`src/rtl/alu_cmd_driver.sv`:
```
// Registers one command into the combinational ALU, waits SETTLE_CYCLES, then returns the result.
// Error ops respond without touching the ALU. cmd_ready is high only in IDLE; rsp_valid holds until rsp_ready.
module alu_cmd_driver #(
  parameter int unsigned SETTLE_CYCLES = 1
) (
  input  logic        clk,
  input  logic        rst_n,
  input  logic        cmd_valid,
  output logic        cmd_ready,
  input  logic [7:0]  cmd_a,
  input  logic [7:0]  cmd_b,
  input  logic [3:0]  cmd_op,
  output logic [7:0]  alu_a,
  output logic [7:0]  alu_b,
  output logic [3:0]  alu_op,
  input  logic [8:0]  alu_out,
  output logic        rsp_valid,
  input  logic        rsp_ready,
  output logic [8:0]  rsp_data,
  output logic        rsp_err,
  output logic [15:0] op_count
);

  typedef enum logic [1:0] {
    IDLE  = 2'd0,
    ISSUE = 2'd1,
    RESP  = 2'd2
  } state_t;

  localparam logic [3:0] SETTLE_INIT = 4'(SETTLE_CYCLES - 1);
  localparam logic [3:0] OP_DIV      = 4'b0011;
  localparam logic [3:0] OP_LAST     = 4'b1011;

  state_t      state_q, state_d;
  logic [3:0]  cnt_q, cnt_d;
  logic [7:0]  alu_a_q, alu_a_d;
  logic [7:0]  alu_b_q, alu_b_d;
  logic [3:0]  alu_op_q, alu_op_d;
  logic [8:0]  rsp_data_q, rsp_data_d;
  logic        rsp_err_q, rsp_err_d;
  logic [15:0] op_count_q, op_count_d;

  always_comb begin
    state_d    = state_q;
    cnt_d      = cnt_q;
    alu_a_d    = alu_a_q;
    alu_b_d    = alu_b_q;
    alu_op_d   = alu_op_q;
    rsp_data_d = rsp_data_q;
    rsp_err_d  = rsp_err_q;
    op_count_d = op_count_q;

    case (state_q)
      IDLE: begin
        if (cmd_valid) begin
          if (cmd_op > OP_LAST) begin
            rsp_data_d = 9'h000;
            rsp_err_d  = 1'b1;
            state_d    = RESP;
          end else if (cmd_op == OP_DIV && cmd_b == 8'd0) begin
            rsp_data_d = 9'h1FF;
            rsp_err_d  = 1'b1;
            state_d    = RESP;
          end else begin
            alu_a_d  = cmd_a;
            alu_b_d  = cmd_b;
            alu_op_d = cmd_op;
            cnt_d    = SETTLE_INIT;
            state_d  = ISSUE;
          end
        end
      end
      ISSUE: begin
        // ALU inputs have been stable for SETTLE_CYCLES edges once cnt reaches zero
        if (cnt_q == 4'd0) begin
          rsp_data_d = alu_out;
          rsp_err_d  = 1'b0;
          state_d    = RESP;
        end else begin
          cnt_d = cnt_q - 4'd1;
        end
      end
      RESP: begin
        if (rsp_ready) begin
          op_count_d = op_count_q + 16'd1;
          state_d    = IDLE;
        end
      end
      default: state_d = IDLE;
    endcase
  end

  always_ff @(posedge clk or negedge rst_n) begin
    if (!rst_n) begin
      state_q    <= IDLE;
      cnt_q      <= 4'd0;
      alu_a_q    <= 8'd0;
      alu_b_q    <= 8'd0;
      alu_op_q   <= 4'd0;
      rsp_data_q <= 9'd0;
      rsp_err_q  <= 1'b0;
      op_count_q <= 16'd0;
    end else begin
      state_q    <= state_d;
      cnt_q      <= cnt_d;
      alu_a_q    <= alu_a_d;
      alu_b_q    <= alu_b_d;
      alu_op_q   <= alu_op_d;
      rsp_data_q <= rsp_data_d;
      rsp_err_q  <= rsp_err_d;
      op_count_q <= op_count_d;
    end
  end

  assign cmd_ready = (state_q == IDLE);
  assign rsp_valid = (state_q == RESP);
  assign alu_a     = alu_a_q;
  assign alu_b     = alu_b_q;
  assign alu_op    = alu_op_q;
  assign rsp_data  = rsp_data_q;
  assign rsp_err   = rsp_err_q;
  assign op_count  = op_count_q;

endmodule

```
`config.mk`:
```
export PLATFORM = sky130hd
export DESIGN_NAME = alu_cmd_driver
export DESIGN_NICKNAME = d
export VERILOG_FILES = /design/src/rtl/alu_cmd_driver.sv
export SDC_FILE = /design/constraint.sdc
export NUM_CORES = 1
export LEC_CHECK = 0
export ABC_CLOCK_PERIOD_IN_PS = 4500
export BUFFER_PORTS_ARGS = -buffer_cell sky130_fd_sc_hd__buf_2
export CAP_MARGIN = 5
export CORE_AREA = 5 5 70 78
export DETAILED_ROUTE_END_ITERATION = 8
export DIE_AREA = 0 0 75 83
export HOLD_SLACK_MARGIN = 0.06
export PLACE_DENSITY = 0.82
export SLEW_MARGIN = 30
export SYNTH_ARGS = -nofsm -noshare
export SYNTH_HDL_FRONTEND = slang
export SYNTH_SLANG_ARGS = --single-unit
```
`constraint.sdc`:
```
create_clock -name clk -period 4.5 [get_ports clk]
set_input_delay 0.9 -clock clk [delete_from_list [all_inputs] [get_ports clk]]
set_output_delay 0.9 -clock clk [all_outputs]
set_load 0.03 [all_outputs]
```
==> flow_metrics.tcl <==
set metrics [dict create \
    power.switching_uw 846 \
    worst_slew_pin_slew_ns 0.778 \
    drt.antenna.violating_nets 0 \
    holdBufCountCts 0 \
    cts_tree "yes" \
    cp_data_arrival_time_ns 2.73 \
    htree_num_levels 2 \
    share_comb_of_total_power_pct 46.9 \
    drt-wirelength-per-cell_um 14.1 \
    synthesis.yosys.warnings 0 \
    report.final.slew_viol_count 0 \
    first_global_vias 1779 \
    power_density_nw_per_um2 671 \
    yosysUniqueCellTypes 37 \
    hold_path_startpoint "op_count[15]" \
    post-route-period-util_pct 56.5 \
    ys_top_cells_by_area "sky130_fd_sc_hd__dfrtp_1 56%, sky130_fd_sc_hd__mux2_1 9.6%, sky130_fd_sc_hd__mux2i_1 4.7%, sky130_fd_sc_hd__xnor2_1 3.4%, sky130_fd_sc_hd__o21ai_0 2.4%" \
    yosys.area.top_type "sky130_fd_sc_hd__dfrtp_1" \
    switching_share_pct 43.7 \
    final_setup_violation_count 0 \
    synthesis.instances 192 \
    design.portCount 81 \
    finalWirelength_um 4710 \
    achievable-frequency_mhz 393 \
    timing.clock.skew_ns 0.00410 \
    grt_use_total_pct 16.1 \
    clk_root_buffer_cell "sky130_fd_sc_hd__clkbuf_8" \
    fillerInstances 393 \
    clk_path_buf_depth 2 \
    worst-setup-path-type "in -> reg" \
    drt-pass1-iter-count 4 \
    dr.first_iter.drc_count 49 \
    mostFrequentLayoutCell "sky130_fd_sc_hd__buf_2" \
    cp-startpoint "cmd_op[3]" \
    final_period_minus_worst_setup_slack_ns 2.54 \
    area_growth_pct 23.4 \
    cts_repair_resize_count 0 \
    relSlewSlack_pct 47.8 \
    final.hold.worst_slack_ns 0.467 \
    core_region_area_um2 4590 \
    crit_path_to "rsp_err" \
    synthesis.nets 228 \
    r2r-start "cnt_q[0]" \
    totalNegativeSetupSlack_ns 0 \
    worst_skew_pair.late_latency_ns 0.30 \
    highest_count_cells_in_the_layout_ignoring_fill_and_taps "80 x sky130_fd_sc_hd__buf_2, 52 x sky130_fd_sc_hd__dfrtp_1, 20 x sky130_fd_sc_hd__mux2_1" \
    setup.worst_path.end_class "flip-flop" \
    timing.max_cap.violations 0 \
    maximum_number_of_pins_on_one_net_before_global_route_repair 53 \
    cp_max_fo 12 \
    post-route-drc-count 0 \
    floorplan.initialDensity_pct 50.9 \
    outcome "complete, no violations" \
    post_syn_area_per_cell_um2 12.2 \
    multi_input_area_um2 945 \
    seq_area_frac_synth_pct 55.7 \
    dp_hpwl_um 3550 \
    postSynthRegisterBits 52 \
    nNetsFinal 312 \
    die_w_um 75 \
    cts_inserted_buffers 5 \
    hold_path.class "reg -> reg" \
    clk_pin_slew_worst_paths_ns 0.09 \
    critPathRequiredTime_ns 4.69 \
    syn-cell-area_um2 2330 \
    grt_antenna_before_repair 0 \
    r2r_slack_ns 2.16 \
    postCtsSetupRepairBufs 0 \
    dr_total_vias 1737 \
    synth_top_cell_area_share_pct 55.7 \
    vdd.ir_drop.worst_v 0.000358 \
    number_of_i_o_port_buffers 80 \
    grt_setup_unrepaired "no" \
    report.final.hold_viol_count 0 \
    row_count 26 \
    layout-drive-gt1-share_pct 33.9 \
    clock_sinks 52 \
    antenna-diode-count 0 \
    gp_congestion 0.771 \
    grt_first_pass_wirelength_um 7910 \
    final-seq-area_um2 1300 \
    total_overflow_reported_by_the_global_router 0 \
    detail_route.vias_per_cell 5.22 \
    intPower_uw 1090 \
    fp.dieArea_um2 6230 \
    clock_power_share_pct 13.9 \
    start_kind "primary input" \
    static-leakage-power_uw 0.00147 \
    pwr-share-seq_pct 39.1 \
    ff2ff_path_depth 6 \
    hold-path-cell-count 1 \
    die_h_um 83 \
    crit-reg2reg-capture "rsp_err" \
]
==> stage by stage <==
step	cell area, µm²	utilization, %	power, µW	setup slack (ns)	instances
detailed placement	2790	60.9	1690	1.59	325
CTS	2880	62.8	1970	1.91	333
global route	2880	62.8	2070	1.83	333
floorplan	2330	-	1430	2.39	192
global placement	2780	60.5	1660	1.64	323
finish	2880	62.8	1930	1.96	333
==> critical path, cell delays in order <==
cell                       delay, ns
sky130_fd_sc_hd__buf_2          0.13
sky130_fd_sc_hd__nor4bb_1       0.43
sky130_fd_sc_hd__nand3_1        0.20
sky130_fd_sc_hd__a21boi_2       0.67
sky130_fd_sc_hd__mux2_2         0.40
==> synthesized netlist by cell type <==
cell and n:
sky130_fd_sc_hd__mux2_1 20, sky130_fd_sc_hd__nor2_1 6, sky130_fd_sc_hd__o21ai_0 11, sky130_fd_sc_hd__nand4_1 3, sky130_fd_sc_hd__ha_1 3, sky130_fd_sc_hd__o2bb2ai_1 3
sky130_fd_sc_hd__clkbuf_1 1, sky130_fd_sc_hd__and2_1 3, sky130_fd_sc_hd__buf_4 3, sky130_fd_sc_hd__dfrtp_1 52, sky130_fd_sc_hd__mux2_2 2, sky130_fd_sc_hd__nand2_1 7
sky130_fd_sc_hd__nor4bb_1 1, sky130_fd_sc_hd__inv_1 14, sky130_fd_sc_hd__o31a_1 1, sky130_fd_sc_hd__mux2i_1 11, sky130_fd_sc_hd__nor4_1 3, sky130_fd_sc_hd__nand4_2 1
sky130_fd_sc_hd__xnor2_1 9, sky130_fd_sc_hd__o21bai_1 1, sky130_fd_sc_hd__a31oi_1 1, sky130_fd_sc_hd__nor3_1 1, sky130_fd_sc_hd__o41ai_1 1, sky130_fd_sc_hd__a21bo_2 1
sky130_fd_sc_hd__nor2b_1 2, sky130_fd_sc_hd__and4_1 2, sky130_fd_sc_hd__a21boi_2 1, sky130_fd_sc_hd__a21o_1 1, sky130_fd_sc_hd__nand3_1 8, sky130_fd_sc_hd__xor2_1 6
sky130_fd_sc_hd__and3_1 3, sky130_fd_sc_hd__or3_1 1, sky130_fd_sc_hd__a21oi_1 3, sky130_fd_sc_hd__buf_2 2, sky130_fd_sc_hd__and4b_1 1, sky130_fd_sc_hd__nand4bb_1 1
sky130_fd_sc_hd__nand2b_1 2
==> power groups by stage <==
stage	registers (µW)	logic (µW)	clock network, µW
after floorplan	1040	383	0
after global placement	762	894	0
after detailed placement	766	927	0
after CTS	759	926	280
after global routing	783	992	299
final	757	908	269
==> flip-flops by register name, indices dropped and copies added, names as in the netlist <==
name / count
op_count: 16
rsp_data: 9
alu_a: 8
alu_b: 8
alu_op: 4
cnt_q: 4
state_q: 2
rsp_err: 1
==> kinds of logic after synthesis <==
family                   share of synthesized area (%)
adder cells (fa/ha/maj)                           1.61
flip-flops                                        55.7
buffers and inverters                             3.80
AO/OA/AOI/OAI                                     6.70
AND/OR/NAND/NOR                                   11.2
multiplexers                                      15.3
XOR/XNOR                                          5.63
==> how the worst min path moves through the flow <==
stage                   end
6_report       op_count[15]
5_1_grt        op_count[15]
4_1_cts        op_count[15]
3_5_place_dp   op_count[15]
3_3_place_gp   op_count[15]
2_1_floorplan      cnt_q[2]
==> layer usage <==
metal / track usage [%] / vias up / wire, µm
met2: 27.3 / 62 / 2270
li1: - / 841 / -
met4: 5.18 / 0 / 54
met1: 19.4 / 830 / 2010
met5: 0 / - / 0
met3: 3.99 / 4 / 368
==> area by class of cell <==
| cell class | instances | share of cell area (%) |
|---|---|---|
| Multi-Input combinational cell | 120 | 32.8 |
| Timing Repair Buffer | 83 | 14.7 |
| Inverter | 14 | 1.82 |
| Clock buffer | 8 | 3.13 |
| Tap cell | 56 | 2.43 |
| Sequential cell | 52 | 45.2 |
Note: power is estimated with default switching activity, not from simulation.
